==> src/rtl/cnn_pkg.sv <==
// cnn_pkg: shared constants, FSM encoding and score compare for the CNN output stage
package cnn_pkg;
   localparam logic [7:0] SEG7_0 = 8'hC0, SEG7_1 = 8'hF9, SEG7_2 = 8'hA4, SEG7_3 = 8'hB0, SEG7_4 = 8'h99;
   localparam logic [7:0] SEG7_5 = 8'h92, SEG7_6 = 8'h82, SEG7_7 = 8'hF8, SEG7_8 = 8'h80, SEG7_9 = 8'h90;
   localparam logic [7:0] SEG7_DASH = 8'hBF, SEG7_BLANK = 8'hFF;
   typedef enum logic [1:0] {IDLE, ACCUM, HOLD} state_t;
   // flipping the sign bit turns a two's complement compare into an unsigned one
   function automatic logic gt(input logic [63:0] a, input logic [63:0] b, input logic sgn, input int w);
      logic [63:0] f;
      f = {63'd0, sgn} << (w - 1);
      return (a ^ f) > (b ^ f);
   endfunction
endpackage

==> src/rtl/seg7_encode.sv <==
// seg7_encode: class index to active-low 7-segment code {dp,g..a}, dash above 9
module seg7_encode
   import cnn_pkg::*;
#(
   parameter int IDX_W = 4
) (
   input  logic [IDX_W-1:0] idx,
   output logic [7:0]       seg
);
   logic [31:0] v;
   assign v = 32'(idx);
   always_comb begin
      case (v)
         0: seg = SEG7_0;
         1: seg = SEG7_1;
         2: seg = SEG7_2;
         3: seg = SEG7_3;
         4: seg = SEG7_4;
         5: seg = SEG7_5;
         6: seg = SEG7_6;
         7: seg = SEG7_7;
         8: seg = SEG7_8;
         9: seg = SEG7_9;
         default: seg = SEG7_DASH;
      endcase
   end
endmodule

==> src/rtl/argmax_stream_classifier.sv <==
// argmax_stream_classifier: streaming argmax over one frame of class scores,
// result (index, score, 7-seg code, framing error) presented through valid/ready
module argmax_stream_classifier
   import cnn_pkg::*;
#(
   parameter int DATA_W     = 16,
   parameter int NUM_CLASS  = 10,
   parameter bit SIGNED_CMP = 1
) (
   input  logic                         clk,
   input  logic                         rst,
   input  logic                         in_valid,
   output logic                         in_ready,
   input  logic [DATA_W-1:0]            in_data,
   input  logic                         in_last,
   output logic                         out_valid,
   input  logic                         out_ready,
   output logic [$clog2(NUM_CLASS)-1:0] out_class,
   output logic [DATA_W-1:0]            out_score,
   output logic [7:0]                   out_seg,
   output logic                         out_err
);
   localparam int IDX_W = $clog2(NUM_CLASS);
   localparam int CNT_W = $clog2(NUM_CLASS + 1);
   state_t state, state_n;
   logic [CNT_W-1:0] cnt, cnt_n;
   logic [DATA_W-1:0] max_q, max_n, res_score;
   logic [IDX_W-1:0] idx_q, idx_n, res_idx;
   logic take, full, first, upd, force_end, ld, res_err;
   logic [7:0] seg;
   seg7_encode #(.IDX_W(IDX_W)) u_seg (.idx(res_idx), .seg(seg));
   assign full = cnt == CNT_W'(NUM_CLASS);
   // a full frame without in_last refuses the extra beat; it opens the next frame
   assign in_ready = state == IDLE || (state == ACCUM && !full);
   assign out_valid = state == HOLD;
   always_comb begin
      take = in_valid && in_ready;
      first = state == IDLE;
      force_end = state == ACCUM && full && in_valid;
      upd = first || gt(64'(in_data), 64'(max_q), SIGNED_CMP, DATA_W);
      max_n = upd ? in_data : max_q;
      idx_n = first ? '0 : upd ? IDX_W'(cnt) : idx_q;
      cnt_n = first ? CNT_W'(1) : cnt + 1'b1;
      ld = force_end || (take && in_last);
      res_score = force_end ? max_q : max_n;
      res_idx = force_end ? idx_q : idx_n;
      res_err = force_end || cnt_n != CNT_W'(NUM_CLASS);
      state_n = ld ? HOLD : (take && first) ? ACCUM : (out_valid && out_ready) ? IDLE : state;
   end
   always_ff @(posedge clk) begin
      if (rst) begin
         state <= IDLE;
         cnt <= '0;
         max_q <= '0;
         idx_q <= '0;
         out_class <= '0;
         out_score <= '0;
         out_seg <= SEG7_BLANK;
         out_err <= 1'b0;
      end else begin
         state <= state_n;
         if (take) begin
            cnt <= cnt_n;
            max_q <= max_n;
            idx_q <= idx_n;
         end else if (out_valid) cnt <= '0;
         if (ld) begin
            out_class <= res_idx;
            out_score <= res_score;
            out_seg <= seg;
            out_err <= res_err;
         end
      end
   end
endmodule
==> config.mk <==
export PLATFORM = sky130hd
export DESIGN_NAME = argmax_stream_classifier
export DESIGN_NICKNAME = d
export VERILOG_FILES = /design/src/rtl/cnn_pkg.sv /design/src/rtl/seg7_encode.sv /design/src/rtl/argmax_stream_classifier.sv
export SDC_FILE = /design/constraint.sdc
export NUM_CORES = 1
export LEC_CHECK = 0
export CORE_UTILIZATION = 30
export CTS_BUF_LIST = sky130_fd_sc_hd__clkbuf_8
export DETAILED_ROUTE_END_ITERATION = 6
export GPL_TIMING_DRIVEN = 0
export PLACE_DENSITY = 0.47
export SYNTH_ARGS = -nofsm -noshare
export SYNTH_HDL_FRONTEND = slang
export SYNTH_SLANG_ARGS = --single-unit
==> constraint.sdc <==
create_clock -name clk -period 3.2 [get_ports clk]
set_input_delay 0.48 -clock clk [delete_from_list [all_inputs] [get_ports clk]]
set_output_delay 0.48 -clock clk [all_outputs]
set_load 0.03 [all_outputs]
# Word-level counts from Yosys, hierarchy flattened
# Memory sizes are Yosys's and may differ from the RTL's. A register that Yosys moved wholly into a read port is not among the register bits.
# Cells that the tools add are included.
# word_totals
regBits	55
rom_bits	112
inputBits	21
output_inout_bits	31
word_cells	46
n_memories	1
# classes
addsub	1
magnitude_cmp	1
n_eq_ne	4
muxes	11
bitwise	2
n_reduce_logical	17
# mem_list
name	words	word_bits	rd	rd_ports_with_merged_regs	wr	line	text
(no name shown)	16	7	1	1	0	seg7_encode.sv:13	case (v)
# ops
op	n
16-bit two-way mux	2
4-bit two-way mux	6
16-bit greater-than comparator	1
1-bit logical AND	7
2-bit two-way mux	3
4-bit by 1-bit adder with 4-bit output, second input constant	1
4-bit == test, second input constant	1
1-bit logical OR	4
4-bit inequality test, second input constant	1
2-bit nonzero test	2
3-bit nonzero test	1
2-bit by 1-bit == test with 1-bit output, second input constant	1
2-bit == test, second input constant	1
2-bit zero test	1
1-bit inverter	2
2-bit OR reduction	1
1-bit zero test	1

# Logic depth before layout (Yosys ltp)
# depth
ltp_word	8
mapped_depth	13
ltp_nobuf	12

# Hierarchy
# A second synthesis with hierarchy kept.
# unflattened
cells_unflattened	388
area_unflattened_um2	3214.3
# modules_own_cells
mod	n_inst	cells_per_inst	area_each_um2	seq_area_each_um2
argmax_stream_classifier	1	355	2962.8	1101.1
seg7_encode	1	33	251.5	0.0

# Worst setup path before layout
# No wires, ideal clock.
# synth_path
path_type	input to register
from	input port in_data[15]
to	register out_seg[4]
setup_time_ps	125
t_arrival_ps	2736
t_required_ps	3075
slack_ps	339
stages	11
n_path_buf	0
path_cell_list	inv_1 > ha_1 > nand4_1 > nor4_2 > o21ai_1 > and3_4 > or2_4 > a22oi_1 > ha_1 > a221oi_2 > o41a_1
# synth_between
elab_chain_len	6
# synth_lines
item	line	text
start, declared	argmax_stream_classifier.sv:14	input logic [DATA_W-1:0] in_data,
1-bit inverter (no line)	--	
16-bit greater-than comparator	cnn_pkg.sv:11	return (a ^ f) > (b ^ f);
1-bit logical OR	argmax_stream_classifier.sv:40	upd = first || gt(64'(in_data), 64'(max_q), SIGNED_CMP, DATA_W);
4-bit two-way mux (2 in series)	argmax_stream_classifier.sv:42	idx_n = first ? '0 : upd ? IDX_W'(cnt) : idx_q;
4-bit two-way mux	argmax_stream_classifier.sv:46	res_idx = force_end ? idx_q : idx_n;
end, declared	argmax_stream_classifier.sv:20	output logic [7:0] out_seg,
# No other way between the ends.
# A chain may end at the register's enable or synchronous reset.

# Final worst setup path
# layout_path
from	input port in_data[10]
to	register out_seg[4]
# layout_between
elab_chain_len	5
# layout_lines
item	line
16-bit greater-than comparator	cnn_pkg.sv:11
1-bit logical OR	argmax_stream_classifier.sv:40
4-bit two-way mux (2 in series)	argmax_stream_classifier.sv:42
4-bit two-way mux	argmax_stream_classifier.sv:46
# No other way between the ends.

==> results.md <==
- Simple-gate portion of the synthesized area: 20.9%
- First-pass GRT wire length: 12,600 um
- Slew @ Worst Pin: 0.742 ns
- Avg Inst Size Synth: 8.12 um^2
- Setup violations, final: 0
- Flops & latches, synth: 54
- Die Y-Extent: 102 um
- Global Route Usage Sum: 15.7%
- Die area: 10,400 um^2
- Final Skew: 0.0139 ns
- Rows: 36
- # IOs: 52
- Clock buffer depth: 2
- Req. time, crit path: 3.41 ns
- Clock H-tree levels: 2
- GR Overflow Total: 0
- Hold_buf cts: 0
- Core area: 9730 um^2
- CTS tree: yes
- Initial Utilization: 30.7%
- Multi-input gate area: 1800 um^2
- Maxcap violations: 0
- Crit path largest cell delay: 0.46 ns
- Largest family of logic cells by synthesized area: simple AND/OR/NAND/NOR gates
- CP Max Fanout: 4
- Sw power: 527 uW
- Max VDD drop: 0.279 mV
- Crit path launch type: input port
- Setup CP Type: in -> reg
- Post-synth EDFFs: 0
- Critical Path Slowest Stage Cell: clkdlybuf4s50_1
- Share of total power in combinational logic: 25.7%
- Register Area: 1080 um^2
- Final Max Slew Viols: 0
- Most common cell in the synthesized netlist: nor2_1
- Post-synthesis cell count: 368
- Fraction of synthesized cell area taken by the top area cell type: 36.2%
- Post-synthesis xor/xnor area fraction: 0.879%
- Leakage: 1.52 nW
- Reg2reg start: max_q[14]
- Setup crit end kind: flop
- Remaining DRCs: 0
- Unrepaired setup endpoints after global routing: no
- Status: finished, final reports clean
- Clock share of power: 29.1%
- Drt first pass iters: 4
- Crit path max-delay family: simple AND/OR/NAND/NOR gates
- Routed Antenna Nets: 0
- Cell Pwr Density: 429 nW/um^2
- Hold WC Path Type: reg -> reg
- Port-buffer cells: 50
- Async SR Flop Fraction: 0%
- Capture point of the worst reg-to-reg path: out_seg[4]
- Hold path depth: 2
- Gp weighted congestion: 0.738
- Clock transition at path regs: 0.11 ns
- Hold_sp: out_seg[2]
- Sequential-to-total area share from yosys stat: 36.2%
- CTS sink cnt: 54
- Flop pwr share: 45.2%
- Worst R2R Path Depth: 11
- Synth Warn #: 0
- Initial detailed-routing violation count: 59
- Vias in the first global route: 2,484
- Cell area after synthesis: 2990 um^2
- Post-synthesis mux area share: 5.36%
- Clock period minus worst slack: 3.07 ns
- Largest net degree at the start of global routing: 18
- Avg Vias per Cell: 4.78
- Die X: 102 um
- Dpl hpwl: 5640 um
- F_max: 0.326 GHz
- Final hold vios: 0
- Filler Cells Inserted: 1,080
- Internal Power: 1.13 mW
- WP data arrival: 3.28 ns
- Tot Pwr: 1.66 mW
- Initial antenna violation count: 0
- Cell Chain, Critical Path: clkdlybuf4s50_1 > ha_1 > nand4_2 > nor4_4 > o21ai_2 > and3_4 > or2_4 > a22oi_2 > ha_2 > a221oi_2 > o41a_1
- Clk_lat worst skew: 0.31 ns
- Layout cells sized above 1: 9.13%
- Synth Area in Adders: 10.0%
- Ant. Diodes: 0
- Area Overhead vs Synth: 29.4%
- Switching Share: 31.8%
- Relative slew slack: 50.2%
- Internal reg-to-reg setup slack: 0.30 ns
- Post-Syn Nets: 413
- Commonest cells in the netlist: nor2_1 (55), dfxtp_1 (54), nand2_1 (52)
- Hold path endpoint: out_seg[2]
- WL per Instance: 13.9 um
- CP Buf/Inv Count: 1
- Main area contributors after synthesis: dfxtp_1 (36%), ha_1 (10%), nor2_1 (6.9%)
- Most used DFF post-synth: dfxtp_1
- Yosys top cell by area: dfxtp_1
- Wirelength, routed: 7800 um
- Clk root buf: clkbuf_8
- Synth unique cells: 45
- Compound-Gate Fraction of Synth Area: 20.5%
- Setup TNS: 0 ns
- TritonCTS buffer count: 5
- Vias: 2,678
- Final net count: 471
- Period utilization: 95.9%
-- cells in the final DEF, fill, tap and decap left out, drive strengths merged, types with 2 or more instances in the layout --
cell / instances
nor2b: 4
nand2b: 3
o21ai: 13
a211oi: 7
a2111oi: 16
a21oi: 35
inv: 23
clkbuf: 18
nand2: 52
ha: 24
and2: 5
o211ai: 4
clkdlybuf4s50: 45
nor3: 4
buf: 8
dlymetal6s2s: 5
xnor2: 2
dfxtp: 54
mux2i: 16
a22oi: 6
nand3: 5
nand4: 4
nor2: 56
-- flip-flops by register name, indices dropped and copies added, names as in the netlist --
name,count
max_q,16
out_score,16
out_seg,7
cnt,4
idx_q,4
out_class,4
state,2
out_err,1
-- power by group through the flow --
stage | sequential (mW) | combinational [mW] | clock, mW
after global placement | 0.765 | 0.416 | 0
after floorplan | 0.810 | 0.223 | 0
final | 0.751 | 0.427 | 0.483
after detailed placement | 0.766 | 0.419 | 0
after CTS | 0.751 | 0.423 | 0.501
after global routing | 0.757 | 0.475 | 0.523
-- cells by family after synthesis --
| family | count (synthesis) |
|---|---|
| other | 1 |
| XOR/XNOR | 3 |
| adder cells (fa/ha/maj) | 24 |
| AO/OA/AOI/OAI | 89 |
| buffers and inverters | 42 |
| AND/OR/NAND/NOR | 139 |
| multiplexers | 16 |
| flip-flops | 54 |
-- worst max-delay path by stage --
stage	from	end	slack, ns	depth (start not counted)
after floorplan	in_data[15]	out_seg[4]	0.34	11
after global placement	in_data[15]	out_seg[4]	-0.61	12
after detailed placement	in_data[15]	out_seg[4]	-0.59	12
after CTS	in_data[15]	out_seg[4]	0.12	12
after global routing	in_data[10]	out_seg[4]	0.004	11
final	in_data[10]	out_seg[4]	0.13	11
-- per-stage QoR --
step	utilization (%)	hold WS (ns)	area, um^2	instances	setup slack, ns
final	39.8	0.474	3870	560	0.132
after global placement	37.6	0.454	3660	551	-0.607
after floorplan	-	0.462	2990	368	0.339
after CTS	38.9	0.479	3780	560	0.119
after detailed placement	37.6	0.458	3660	551	-0.590
after global routing	39.8	0.467	3870	560	0.00355
-- repair_timing --
action / CTS / global route
setup buffers: 1 / 0
resized for setup: 1 / 18
pin swaps: 2 / 6
setup endpoints to repair: 6 / 4
-- cell type report --
type	count	share of cell area [%]
well taps	133	4.30
repair buffers	51	13.5
inverters	22	2.14
clock buffers	5	1.78
multi-input cells	272	46.7
flip-flops and latches	54	28.0
plain buffers	20	2.59
clock inverters	3	1.13
-- worst register-to-register path: stages, from the launching register on --
cell and delay, ns:
dfxtp_1 0.39, inv_1 0.06, ha_1 0.29, nand4_1 0.19
nor4_4 0.38, o21ai_2 0.11, and3_4 0.19, or2_4 0.27
a22oi_2 0.24, ha_2 0.25, a221oi_2 0.06, o41a_1 0.36
-- routing by layer --
metal | track usage [%] | part of all wire [%] | vias to the layer above | wire length (um)
li1 | - | - | 1391 | -
met1 | 20.9 | 50 | 1225 | 3890
met2 | 26.5 | 45 | 56 | 3520
met3 | 2.60 | 3.6 | 6 | 283
met4 | 4.29 | 1.3 | 0 | 102
met5 | 0 | 0 | - | 0
Power figures use the tool's default switching activity.
